$ cat src/rtl/sram_rw_port_arbiter.sv
// Round-robin arbiter for the program SRAM read/write port (port 0).
// Wishbone slave and core requester share it, one access in flight.
module sram_rw_port_arbiter #(
  parameter int          ADDR_W  = 9,
  parameter int          DATA_W  = 32,
  parameter logic [31:0] WB_BASE = 32'h3000_0000,
  parameter int          RD_LAT  = 1
) (
  input  logic              wb_clk_i,
  input  logic              wb_rst_n,
  input  logic              wbs_cyc_i,
  input  logic              wbs_stb_i,
  input  logic              wbs_we_i,
  input  logic [3:0]        wbs_sel_i,
  input  logic [31:0]       wbs_adr_i,
  input  logic [31:0]       wbs_dat_i,
  output logic              wbs_ack_o,
  output logic [31:0]       wbs_dat_o,
  input  logic              core_req_i,
  input  logic              core_we_i,
  input  logic [ADDR_W-1:0] core_addr_i,
  input  logic [DATA_W-1:0] core_wdata_i,
  input  logic [3:0]        core_wmask_i,
  output logic              core_gnt_o,
  output logic              core_rvalid_o,
  output logic [DATA_W-1:0] core_rdata_o,
  output logic              sram_csb_o,
  output logic              sram_web_o,
  output logic [3:0]        sram_wmask_o,
  output logic [ADDR_W-1:0] sram_addr_o,
  output logic [DATA_W-1:0] sram_din_o,
  input  logic [DATA_W-1:0] sram_dout_i
);

  localparam int HI_W = 32 - (ADDR_W + 2);
  localparam logic [HI_W-1:0] BASE_HI = WB_BASE[31:ADDR_W+2];
  localparam logic [1:0] CNT_INIT = 2'(RD_LAT - 1);

  typedef enum logic [1:0] {
    IDLE,
    ISSUE,
    WAIT,
    ACK
  } state_e;

  state_e            state_q;
  logic              last_core_q;
  logic              wb_won_q;
  logic              we_q;
  logic [1:0]        cnt_q;
  logic [DATA_W-1:0] cap_q;

  logic              csb_q;
  logic              web_q;
  logic [3:0]        wmask_q;
  logic [ADDR_W-1:0] addr_q;
  logic [DATA_W-1:0] din_q;
  logic              ack_q;
  logic [31:0]       wdat_q;
  logic              gnt_q;
  logic              rvalid_q;
  logic [DATA_W-1:0] rdata_q;

  logic              adr_match_d;
  logic              wb_hit_d;
  logic              pick_core_d;
  logic              any_req_d;
  logic              sig_unused;

  assign sig_unused = ^wbs_adr_i[1:0];

  assign adr_match_d = wbs_adr_i[31:ADDR_W+2] == BASE_HI;

  // ack_q high means the master is still seeing its ack this cycle
  assign wb_hit_d = wbs_cyc_i & wbs_stb_i & adr_match_d
                  & ~ack_q & (state_q != ACK);

  assign pick_core_d = core_req_i & (~wb_hit_d | ~last_core_q);
  assign any_req_d   = wb_hit_d | core_req_i;

  always_ff @(posedge wb_clk_i or negedge wb_rst_n) begin
    if (!wb_rst_n) begin
      state_q     <= IDLE;
      last_core_q <= 1'b1;
      wb_won_q    <= 1'b0;
      we_q        <= 1'b0;
      cnt_q       <= '0;
      cap_q       <= '0;
      csb_q       <= 1'b1;
      web_q       <= 1'b1;
      wmask_q     <= '0;
      addr_q      <= '0;
      din_q       <= '0;
      ack_q       <= 1'b0;
      wdat_q      <= '0;
      gnt_q       <= 1'b0;
      rvalid_q    <= 1'b0;
      rdata_q     <= '0;
    end else begin
      ack_q    <= 1'b0;
      wdat_q   <= '0;
      gnt_q    <= 1'b0;
      rvalid_q <= 1'b0;
      unique case (state_q)
        IDLE: begin
          if (any_req_d) begin
            state_q  <= ISSUE;
            csb_q    <= 1'b0;
            wb_won_q <= ~pick_core_d;
            if (pick_core_d) begin
              gnt_q   <= 1'b1;
              we_q    <= core_we_i;
              web_q   <= ~core_we_i;
              addr_q  <= core_addr_i;
              wmask_q <= core_we_i ? core_wmask_i : 4'h0;
              din_q   <= core_we_i ? core_wdata_i : '0;
            end else begin
              we_q    <= wbs_we_i;
              web_q   <= ~wbs_we_i;
              addr_q  <= wbs_adr_i[ADDR_W+1:2];
              wmask_q <= wbs_we_i ? wbs_sel_i : 4'h0;
              din_q   <= wbs_we_i ? DATA_W'(wbs_dat_i) : '0;
            end
          end
        end
        ISSUE: begin
          csb_q       <= 1'b1;
          web_q       <= 1'b1;
          last_core_q <= ~wb_won_q;
          if (we_q) begin
            state_q <= wb_won_q ? ACK : IDLE;
          end else begin
            state_q <= WAIT;
            cnt_q   <= CNT_INIT;
          end
        end
        WAIT: begin
          if (cnt_q == 2'd0) begin
            cap_q <= sram_dout_i;
            if (wb_won_q) begin
              state_q <= ACK;
            end else begin
              state_q  <= IDLE;
              rvalid_q <= 1'b1;
              rdata_q  <= sram_dout_i;
            end
          end else begin
            cnt_q <= cnt_q - 2'd1;
          end
        end
        ACK: begin
          state_q <= IDLE;
          ack_q   <= 1'b1;
          wdat_q  <= we_q ? 32'h0 : 32'(cap_q);
        end
        default: state_q <= IDLE;
      endcase
    end
  end

  assign wbs_ack_o     = ack_q;
  assign wbs_dat_o     = wdat_q;
  assign core_gnt_o    = gnt_q;
  assign core_rvalid_o = rvalid_q;
  assign core_rdata_o  = rdata_q;
  assign sram_csb_o    = csb_q;
  assign sram_web_o    = web_q;
  assign sram_wmask_o  = wmask_q;
  assign sram_addr_o   = addr_q;
  assign sram_din_o    = din_q;

endmodule
$ cat config.mk
export PLATFORM = sky130hd
export DESIGN_NAME = sram_rw_port_arbiter
export DESIGN_NICKNAME = d
export VERILOG_FILES = /design/src/rtl/sram_rw_port_arbiter.sv
export SDC_FILE = /design/constraint.sdc
export NUM_CORES = 1
export LEC_CHECK = 0
export ABC_AREA = 1
export CAP_MARGIN = 5
export CELL_PAD_IN_SITES_DETAIL_PLACEMENT = 1
export CELL_PAD_IN_SITES_GLOBAL_PLACEMENT = 2
export CORE_UTILIZATION = 26
export CTS_CLUSTER_DIAMETER = 30
export DETAILED_ROUTE_END_ITERATION = 10
export PLACE_DENSITY_LB_ADDON = 0.05
export SETUP_SLACK_MARGIN = 0.3
export SLEW_MARGIN = 10
export SYNTH_ARGS = -nofsm -noshare
export SYNTH_HDL_FRONTEND = slang
export SYNTH_SLANG_ARGS = --single-unit
$ cat constraint.sdc
create_clock -name wb_clk_i -period 3.2 [get_ports wb_clk_i]
set_clock_uncertainty 0.15 [all_clocks]
set_input_delay 0.48 -clock wb_clk_i [delete_from_list [all_inputs] [get_ports wb_clk_i]]
set_output_delay 0.48 -clock wb_clk_i [all_outputs]
set_load 0.05 [all_outputs]
==> flow_summary.json <==
{
  "status": "finished clean",
  "yosysSeqAreaShare_pct": 59.19,
  "drt-total-wl_mm": 21.56,
  "synth_edf_count": 0,
  "power_density_nw_per_um2": 1010,
  "synth_ff_type": "dfrtp_1",
  "slew_headroom_pct": 31.01,
  "slew_violations": 0,
  "cp_top_family": "buffers and inverters",
  "synth_top_family_by_area": "simple AND/OR/NAND/NOR gates",
  "cp_cell_sequence": "clkdlybuf4s50_1",
  "clock_path_buffers": 2,
  "fin_crit_ns": 2.434,
  "yosys-top-cells-area": "dfrtp_1 58%, nand2_1 15%, nand4_1 3.6%",
  "critPathRequiredTime_ns": 2.57,
  "cts_hold_buf": 1,
  "yosys.area_share.simple_pct": 26.40,
  "synth_compound_area_share_pct": 6.918,
  "numCtsBuffers": 17,
  "dr.pass1.iters": 6,
  "detail-route-antenna-nets": 0,
  "ioPinCount": 266,
  "max_freq_mhz": 410.8,
  "clk-insertion-delay-late_ns": 0.41,
  "synthArstFlopShare_pct": 100.0,
  "initial_core_util_pct": 26.55,
  "post_drt_wl_per_cell_microns": 16.06,
  "worst-setup-path-type": "flip-flop to output port",
  "synth_warnings": 0,
  "dp_slack_ns": 0.6172,
  "antenna_found_initial": 0,
  "synth_nets": 908,
  "hpwl_mm": 15.02,
  "rsz0062_at_grt": "false",
  "crit_arrival_ns": 1.80,
  "ir_drop_uv": 459.0,
  "gp_congestion": 0.7512,
  "grtUsageTotal_pct": 17.51,
  "yosysMostFrequentCell": "nand2_1",
  "path_buf_inv": 1,
  "cts-root-buf": "clkbuf_16",
  "grt_start_max_net_pins": 67,
  "syn_to_final_growth_pct": 54.51,
  "min_path_type": "flip-flop to flip-flop",
  "clkSinkCount": 153,
  "synthXorXnorAreaFrac_pct": 0,
  "ys_ff_latch": 153,
  "rows": 57,
  "synthesis.area_sq_um": 6475,
  "hold_violations": 0,
  "via_count": 5900,
  "synthCells": 755,
  "period_share_pct": 76.07,
  "post_cts_resized": 0,
  "fp.coreArea_sq_um": 24390,
  "crit_slowest_cell": "clkdlybuf4s50_1",
  "setup-violations-final": 0,
  "synth_area_leader_cell": "dfrtp_1",
  "synthAdderAreaFrac_pct": 0.1932,
  "fin_setup_tns_ns": 0,
  "end_kind": "output port",
  "die_area_sq_um": 25540,
  "startpoint_type": "flip-flop",
  "num_antenna_cells": 0,
  "crit_cells": 1,
  "rr_worst_depth": 9,
  "critPathMaxFanout": 2,
  "setup_slack_ns": 0.7658,
  "power.leakage_nw": 4.734,
  "grt_pass1_wl_mm": 35.18,
  "worst_pin_slew_ns": 1.033,
  "maxCapViolCount": 0,
  "avgViaCountPerCell": 4.393,
  "path_clk_slew_ns": 0.07,
  "layout.nets": 1159,
  "final_layout_size_suffix_gt1_share_pct": 6.281,
  "dr.first_iter.drc_count": 299,
  "cts_tree": "done",
  "synth_cell_type_count": 25,
  "synthTopCellsByCount": "264 x nand2_1, 150 x dfrtp_1, 59 x nor2_1, 49 x inv_1, 40 x nand3_1",
  "die_h_microns": 159.8,
  "synth_top_area_share_pct": 57.97,
  "grt_pass1_vias": 6237,
  "muxShareOfSynthArea_pct": 0,
  "drc": 0,
  "die_x_microns": 159.8,
  "postCtsSetupBuffers": 0,
  "h-tree-depth": 4,
  "hold_depth": 2,
  "io_buffers": 263,
  "slowest_delay_ns": 0.86,
  "synth.avg_cell_area_sq_um": 8.576,
  "grt_overflow": 0,
  "nFillCells": 2834
}
routing by layer:
metal	wire length [microns]	vias to the layer above	track usage, %
met5	0	-	0
met1	9720	2835	22.52
li1	-	2902	-
met3	1451	13	5.532
met2	10240	150	28.66
met4	155	0	4.026
tightest hold or removal path: stages (launching register included):
cell	delay, ns
dfstp_2	0.37
nand2_1	0.06
nand2_1	0.04
cells by family (layout without fill, tap and decap cells):
group                      after synthesis  after routing
adders and majority gates                1              1
and+or+nand+nor                        409            409
DFF                                    153            153
AOI/OAI and AO/OA                       89             89
buffers and inverters                  103            367
sequential cells by signal (all words and copies together), names as in the netlist, 2 cells and up:
name and count:
cap_q 32, core_rdata_o 32, sram_din_o 32, wbs_dat_o 32
sram_addr_o 9, sram_wmask_o 4, cnt_q 2, state_q 2
power by group:
group,internal (mW),total (mW),switching [mW],leakage [nW]
Clock,1.11,1.98,0.868,0.279
Sequential,2.74,3.15,0.409,1.95
Combinational,1.60,4.97,3.37,2.51
Total,5.46,10.1,4.64,4.73
layout make-up:
| cell class | instances | area, sq um | share of cell area, % |
|---|---|---|---|
| Inverter | 54 | 202.7 | 2.026 |
| Clock buffer | 19 | 442.9 | 4.427 |
| Tap cell | 324 | 405.4 | 4.052 |
| Clock inverter | 13 | 130.1 | 1.301 |
| Timing Repair Buffer | 281 | 2821 | 28.20 |
| Multi-Input combinational cell | 499 | 2170 | 21.69 |
| Sequential cell | 153 | 3832 | 38.31 |
path summary, 6_finish.rpt:
kind | slack, ns | endpoint | from
max in group asynchronous | 1.64 | wbs_dat_o[3] | wb_rst_n
hold reg to reg | 0.32 | sram_csb_o | sram_csb_o
setup / recovery | 0.77 | sram_web_o | sram_web_o
min in group asynchronous | 0.47 | sram_din_o[27] | wb_rst_n
hold / removal | 0.32 | sram_csb_o | sram_csb_o
setup reg to reg | 1.15 | core_rdata_o[26] | cnt_q[0]
stage by stage:
stage | utilization, % | power, mW | hold WS, ns | instance area (sq um) | instances
floorplan | - | 6.358 | 0.03441 | 6475 | 755
global placement | 38.63 | 8.162 | 0.3041 | 9422 | 1310
detailed placement | 38.63 | 8.224 | 0.3139 | 9422 | 1310
CTS | 41.02 | 10.28 | 0.3282 | 10000 | 1343
global route | 41.02 | 10.75 | 0.3585 | 10000 | 1343
finish | 41.02 | 10.10 | 0.3226 | 10000 | 1343
cell usage in the layout, fill, tap and decap left out, types with 2 or more instances in the layout:
cell type / n
clkbuf_16: 17
nand2_2: 3
clkinvlp_4: 2
inv_1: 49
o21ai_0: 36
dfrtp_1: 150
clkinv_2: 2
nor2_2: 2
nor2_1: 59
dfstp_2: 3
inv_6: 5
clkdlybuf4s50_1: 262
a21oi_1: 20
nand3_1: 40
nand2_1: 264
nand4_1: 37
inv_8: 2
inv_2: 5
buf_4: 13
buf_12: 4
o21ai_1: 31
Note: power is estimated with default switching activity, not from simulation.
